[src/rtl/max7219_chain_tx.sv]
// Serial transmitter for a daisy chain of MAX7219 drivers sharing one CS/CLK/Din bus.
// One start pulse shifts a 16*N_DEV-bit frame out MSB-first on a sys_clk-derived SPI clock, then latches it with CS.
module max7219_chain_tx #(
  parameter int N_DEV   = 4,
  parameter int CLK_DIV = 6
) (
  input  logic                sys_clk,
  input  logic                _rst,
  input  logic                start,
  input  logic [16*N_DEV-1:0] frame_in,
  output logic                busy,
  output logic                done,
  output logic                CS,
  output logic                CLK,
  output logic                Din
);

  localparam int W     = 16 * N_DEV;
  localparam int DIV_W = $clog2(CLK_DIV + 1);
  localparam int BIT_W = (W > 1) ? $clog2(W) : 1;

  localparam logic [DIV_W-1:0] DIV_LAST = DIV_W'(CLK_DIV - 1);
  localparam logic [BIT_W-1:0] BIT_LAST = BIT_W'(W - 1);

  typedef enum logic [2:0] {
    IDLE,
    CLK_LO,
    CLK_HI,
    LATCH,
    GAP
  } state_t;

  state_t           state;
  logic [DIV_W-1:0] div_cnt;
  logic [BIT_W-1:0] bit_cnt;
  // The frame MSB goes straight to Din at start, so only the remaining W-1 bits are held here.
  logic [W-2:0]     sr;
  logic             div_end;

  assign div_end = (div_cnt == DIV_LAST);

  // NOTE: every register here is updated with non-blocking assignments, so all
  // decisions in one cycle see the pre-edge values of state, counters and sr.
  always_ff @(posedge sys_clk or negedge _rst) begin
    if (!_rst) begin
      state   <= IDLE;
      div_cnt <= '0;
      bit_cnt <= '0;
      sr      <= '0;
      busy    <= 1'b0;
      done    <= 1'b0;
      CS      <= 1'b1;
      CLK     <= 1'b0;
      Din     <= 1'b0;
    end else begin
      done <= 1'b0;

      // Each timed phase lasts CLK_DIV cycles; the divider wraps as the phase ends.
      if (state != IDLE) begin
        div_cnt <= div_end ? '0 : div_cnt + DIV_W'(1);
      end

      case (state)
        IDLE: begin
          if (start) begin
            sr      <= frame_in[W-2:0];
            bit_cnt <= BIT_LAST;
            div_cnt <= '0;
            CS      <= 1'b0;
            Din     <= frame_in[W-1];
            busy    <= 1'b1;
            state   <= CLK_LO;
          end
        end

        CLK_LO: begin
          if (div_end) begin
            CLK   <= 1'b1;
            state <= CLK_HI;
          end
        end

        CLK_HI: begin
          if (div_end) begin
            CLK <= 1'b0;
            // Din moves only on the falling edge, giving CLK_DIV cycles of setup and hold.
            if (bit_cnt != '0) begin
              Din     <= sr[W-2];
              sr      <= {sr[W-3:0], 1'b0};
              bit_cnt <= bit_cnt - BIT_W'(1);
              state   <= CLK_LO;
            end else begin
              Din   <= 1'b0;
              state <= LATCH;
            end
          end
        end

        LATCH: begin
          if (div_end) begin
            CS    <= 1'b1;
            state <= GAP;
          end
        end

        GAP: begin
          if (div_end) begin
            busy  <= 1'b0;
            done  <= 1'b1;
            state <= IDLE;
          end
        end

        default: begin
          state <= IDLE;
        end
      endcase
    end
  end

endmodule

[config.mk]
export PLATFORM = sky130hd
export DESIGN_NAME = max7219_chain_tx
export DESIGN_NICKNAME = d
export VERILOG_FILES = /design/src/rtl/max7219_chain_tx.sv
export SDC_FILE = /design/constraint.sdc
export NUM_CORES = 1
export LEC_CHECK = 0
export CAP_MARGIN = 30
export CORE_UTILIZATION = 55
export CTS_CLUSTER_DIAMETER = 150
export DETAILED_ROUTE_END_ITERATION = 10
export GPL_TIMING_DRIVEN = 0
export PLACE_DENSITY_LB_ADDON = 0.25
export SLEW_MARGIN = 20
export SYNTH_ARGS = -nofsm -noshare
export SYNTH_HDL_FRONTEND = slang
export SYNTH_SLANG_ARGS = --single-unit
[constraint.sdc]
create_clock -name sys_clk -period 3.7 [get_ports sys_clk]
set_input_delay 0.925 -clock sys_clk [delete_from_list [all_inputs] [get_ports sys_clk]]
set_output_delay 0.925 -clock sys_clk [all_outputs]
set_load 0.01 [all_outputs]
* Yosys cells after proc, flatten, opt, wreduce, memory -nomap -nowiden *
Index checks and enable logic that the tools add are counted.

storage, ports and cells
  output and inout port bits = 5
  memories = 0
  bits in latches = 0
  word-level logic and storage cells = 67
  memory bits (read-only) = 0
  input bits = 67
  register bits = 80
  RAM bits = 0

operators by class
  eq/ne operators = 11
  $add $sub $neg = 2
  shift operators = 0
  div/mod/pow operators = 0
  reductions and logical operators = 13
  magnitude comparators = 0
  bitwise logic cells = 0
  multiply operators = 0
  muxes and demuxes = 32

operators with widths
  cell                 number
  $mux 63              3
  $pmux 63 s2          1
  $mux 3               9
  $mux 6               3
  $pmux 3 s5           1
  $ne 2x2->1 const B   6
  $pmux 6 s2           1
  $reduce_and 3->1     4
  $mux 1               9
  $pmux 1 s2           4
  $reduce_bool 2->1    4
  $eq 3x2->1 const B   2
  $eq 3x3->1 const B   2
  $reduce_bool 6->1    1
  $sub 6x1->6 const B  1
  $reduce_and 5->1     1
  $reduce_and 4->1     1
  $add 3x1->3 const B  1
  $eq 3x1->1 const B   1
  $logic_not 3->1      1
  $reduce_bool 3->1    1
  $mux 2               1

* Longest topological paths before layout *
  depth in word-level cells = 5
  gate-level depth with buffers = 8
  gate-level depth less buffers = 5

* Least setup slack after synthesis *
OpenSTA, ideal clock, no wires.

  kind = register to register
  start = reg state[1]
  end = reg sr[10]
  arrival = 1.931 ns
  cell stages (with the launch flop) = 9
  data required time = 3.575 ns
  slack = 1.644 ns
  setup time = 0.125 ns
  period minus slack after synthesis = 2.056 ns
  path through = dfrtp_1 -> buf_4 -> or3b_1 -> buf_2 -> a311oi_4 -> a31oi_2 -> buf_6 -> buf_6 -> mux2_4

between the ends
  word-level cells in the longest chain between the ends = 3

RTL lines
  item                                                              line  RTL
  start, declared                                                   33    state_t state;
  start signal, assigned                                            46    state <= IDLE;
  start signal, assigned                                            72    state <= CLK_LO;
  start signal, assigned                                            79    state <= CLK_HI;
  $eq 3x2->1 or $logic_not 3->1 (tied branches)                     63    case (state)
  $ne 2x2->1 (no source line) or $reduce_bool 2->1 (tied branches)  n/a
  $reduce_and 4->1 (no source line)                                 n/a
  end signal, assigned                                              66    sr <= frame_in[W-2:0];
  end signal, assigned                                              89    sr <= {sr[W-3:0], 1'b0};
  end, declared                                                     37    logic [W-2:0] sr;

Several ways; a longest one is shown, not always the timed one.
A chain may end at the register's enable or synchronous reset.

* Final worst setup path *
  start = reg bit_cnt[2]
  end = reg sr[51]

between the ends
  word-level cells in the longest chain between the ends = 3

RTL lines
  item                               line  RTL
  start, declared                    35    logic [BIT_W-1:0] bit_cnt;
  start signal, assigned             90    bit_cnt <= bit_cnt - BIT_W'(1);
  $reduce_bool 6->1                  87    if (bit_cnt != '0) begin
  $ne 2x2->1 (no source line)        n/a
  $reduce_and 4->1 (no source line)  n/a

No other way between the ends.

==> implementation parameters <==
Parameter                              Value

Clock network
  CTS root buffer    clkbuf_8
  Hold_buf cts    0
  Clock-pin slew reported for the worst setup and hold paths after clock tree synthesis    80 ps
  Sink count of the clock tree    80
  Clk Latency, worst-skew pair    350 ps
  Buffers from clock root to sink, at most    2
  Cts bufs inserted    9
  Post-CTS repair timing setup buffer count    0
  Resized Gates After CTS    0
  Clock tree from TritonCTS    done
  Number of H-tree branching levels    3

Setup path
  Kind of start point of the critical path    flip-flop
  Critical Path, Cell by Cell    nor3_1 > a311oi_4 > a31oi_2 > buf_2 > mux2_2
  Largest fanout on the critical path    10
  Critical path data required time    3930 ps
  Largest incremental delay on the critical path    600 ps
  Kind of end point of the critical path    flip-flop
  Crit-path slowest cell    nor3_1
  Critical Path AT    between 2000 and 3000 ps
  Kind of critical path    reg -> reg

Synth
  Seq cells post-synth    80
  Main flop type after synthesis    dfrtp_1
  Leading area contributor after synthesis    dfrtp_1
  Synthesized net count    496
  Area fraction of the dominant cell type after synthesis    roughly 49%
  EDFF count, synth    0
  Distinct cell type count of the synthesized netlist    35
  Seq/Total Area, Yosys    around 50%
  Ranking of synthesized cells by instance count    nand2_1 (195), dfrtp_1 (79), mux2_2 (59), clkbuf_1 (16)
  Total number of yosys warnings    0
  Synthesized cell area    roughly 0.004 mm2
  Async set or reset register ratio after synthesis    100.0%
  Top area cells in the synthesized netlist    dfrtp_1 (49%), nand2_1 (18%), mux2_2 (17%), clkbuf_1 (1.5%), mux2_4 (1.1%)
  Most repeated cell in the gate-level netlist after synthesis    nand2_1
  Average cell area after synthesis    9.371 um2
  Cells after synthesis    between 400 and 500

GRT
  Initial antenna violation count    0
  Number of global-route vias before repair    a little over 3000
  First-pass GRT wire length    13460 um
  GRT Overall Usage    between 20% and 30%
  Total congestion overflow after global routing    0
  Maximum number of pins on one net before global-route repair    54

Route
  Total DRC errors in the routed layout    0
  Avg Vias per Cell    approximately 5.2
  Via Count    3180
  Detailed-routing iteration count for the pre-antenna-repair pass    4
  Drt first-iter violations    190
  Final WL    8098 um
  WL per Instance    13.25 um
  Number of nets still failing antenna checks after routing    0

STA
  Number of setup violations in the final report    0
  Tightest Pin Transition    683.8 ps
  RSZ-0062 raised after global routing    no
  Final worst path period share    roughly 68%
  Total negative setup slack    0 ps
  Max_slew headroom    54.06%
  Fin Clk Skew    13.16 ps
  Number of pins exceeding their max-slew limit in the final report    0
  Clock period minus worst slack    2501 ps
  Hold violation count in the final report    0
  Worst slack on hold paths    between 400 and 500 ps
  Highest Clock Rate    399.9 MHz

Die
  Die Area    0.007620 mm2
  Chip height    87.30 um
  Effective utilization at floorplan    between 50% and 60%
  Std-Cell Core Area    0.006907 mm2
  Die width    roughly 87 um
  Ports placed on the boundary    72
  Number of rows in the core area    30

Placed design
  Input/output buffers    71
  Post-placement cell area    0.004857 mm2
  GPL Wtd Cong    around 0.8
  Half-perimeter wire length after detailed placement    5847 um

Pwr
  Static Leakage    0.002609 uW
  Power per unit of standard cell area    324.4 mW/mm2
  Worst VDD drop    202.2 uV

Finish
  Non-Filler Cell Area, Final    0.005055 mm2
  Diodes inserted    0
  Ratio of cells with drive above 1 in the final layout    18.06%
  Area overhead of the layout relative to synthesis    26.33%
  Layout Nets    579

Min path
  Min-delay worst type    reg -> reg

Run
  Number of violations of the max-capacitance limit    0

Status
  Status    complete, no violations
flip-flops by register name, indices dropped and copies added, names as in the netlist:
| register | count |
|---|---|
| CLK | 1 |
| div_cnt | 3 |
| state | 3 |
| CS | 1 |
| bit_cnt | 6 |
| sr | 63 |
| busy | 1 |
| Din | 1 |
| done | 1 |
worst max-delay path: cells and delay by family, from the launching register on:
family | cells | cell delay [ps]
buffers and inverters | 1 | 330
muxes | 1 | 370
AOI/OAI and AO/OA | 2 | 630
DFF | 1 | 440
and+or+nand+nor | 1 | 600
cell type report:
type                       count  area [um2]
buffer                        25       120.1
clock buffer                  11       141.4
clock inverter                 5       56.30
fill                         542        1852
inverter                       8       30.03
multi-input combinational    314        1848
sequential                    80        2003
tap                           96       120.1
timing repair buffer          72       735.7
stage by stage:
step           setup slack, ps  util [%]  cells  total power (uW)
6_report                  1199     73.19    611              1640
5_1_grt                   1059     73.19    611              1708
3_5_place_dp             984.1     70.33    595              1017
4_1_cts                   1226     73.19    611              1650
3_3_place_gp             -1088     69.96    594              1012
2_1_floorplan             1644         -    427             919.2
where the power goes:
group	leakage [uW]	internal [uW]	switching, uW
clock	0.0000993	329	312
sequential	0.00108	873	0
combinational	0.00143	77.2	47.6
metal layers:
layer,track usage [%],routed length [um],up-vias
met2,38.14,3984,85
met1,30.26,3618,1514
li1,-,-,1566
met5,0,0,-
met4,10.28,148,0
met3,3.602,347,15
cell families (layout without fill, tap and decap cells):
| group | Yosys count | in the layout | synth area share (%) |
|---|---|---|---|
| buffers and inverters | 33 | 121 | 3.752 |
| and+or+nand+nor | 219 | 219 | 21.80 |
| AOI/OAI and AO/OA | 28 | 28 | 5.285 |
| adders and majority gates | 2 | 2 | 0.6253 |
| muxes | 65 | 65 | 18.48 |
| DFF | 80 | 80 | 50.06 |
placed cells by master, fill, tap and decap left out, drive strengths merged, types with 2 or more instances in the layout:
cell type      instances
a21oi                  5
a31o                   2
and4                   2
buf                   11
clkbuf                27
clkdlybuf4s50         70
clkinv                 3
dfrtp                 79
ha                     2
inv                    8
mux2                  62
mux2i                  3
nand2                195
nand3                  3
nand3b                 2
nor2                   7
nor3                   4
o21ai                  8
o31ai                  4
o41ai                  2
worst paths after layout:
check	to	slack, ps	from	cells past startpoint
max	sr[51]	1200	bit_cnt[2]	5
min	bit_cnt[5]	470	bit_cnt[5]	1
max reg2reg	sr[51]	1200	bit_cnt[2]	5
min reg2reg	bit_cnt[5]	470	bit_cnt[5]	1
max in group asynchronous	bit_cnt[0]	2610	_rst	2
min in group asynchronous	sr[18]	490	_rst	1
Note: power is estimated with default switching activity, not from simulation.
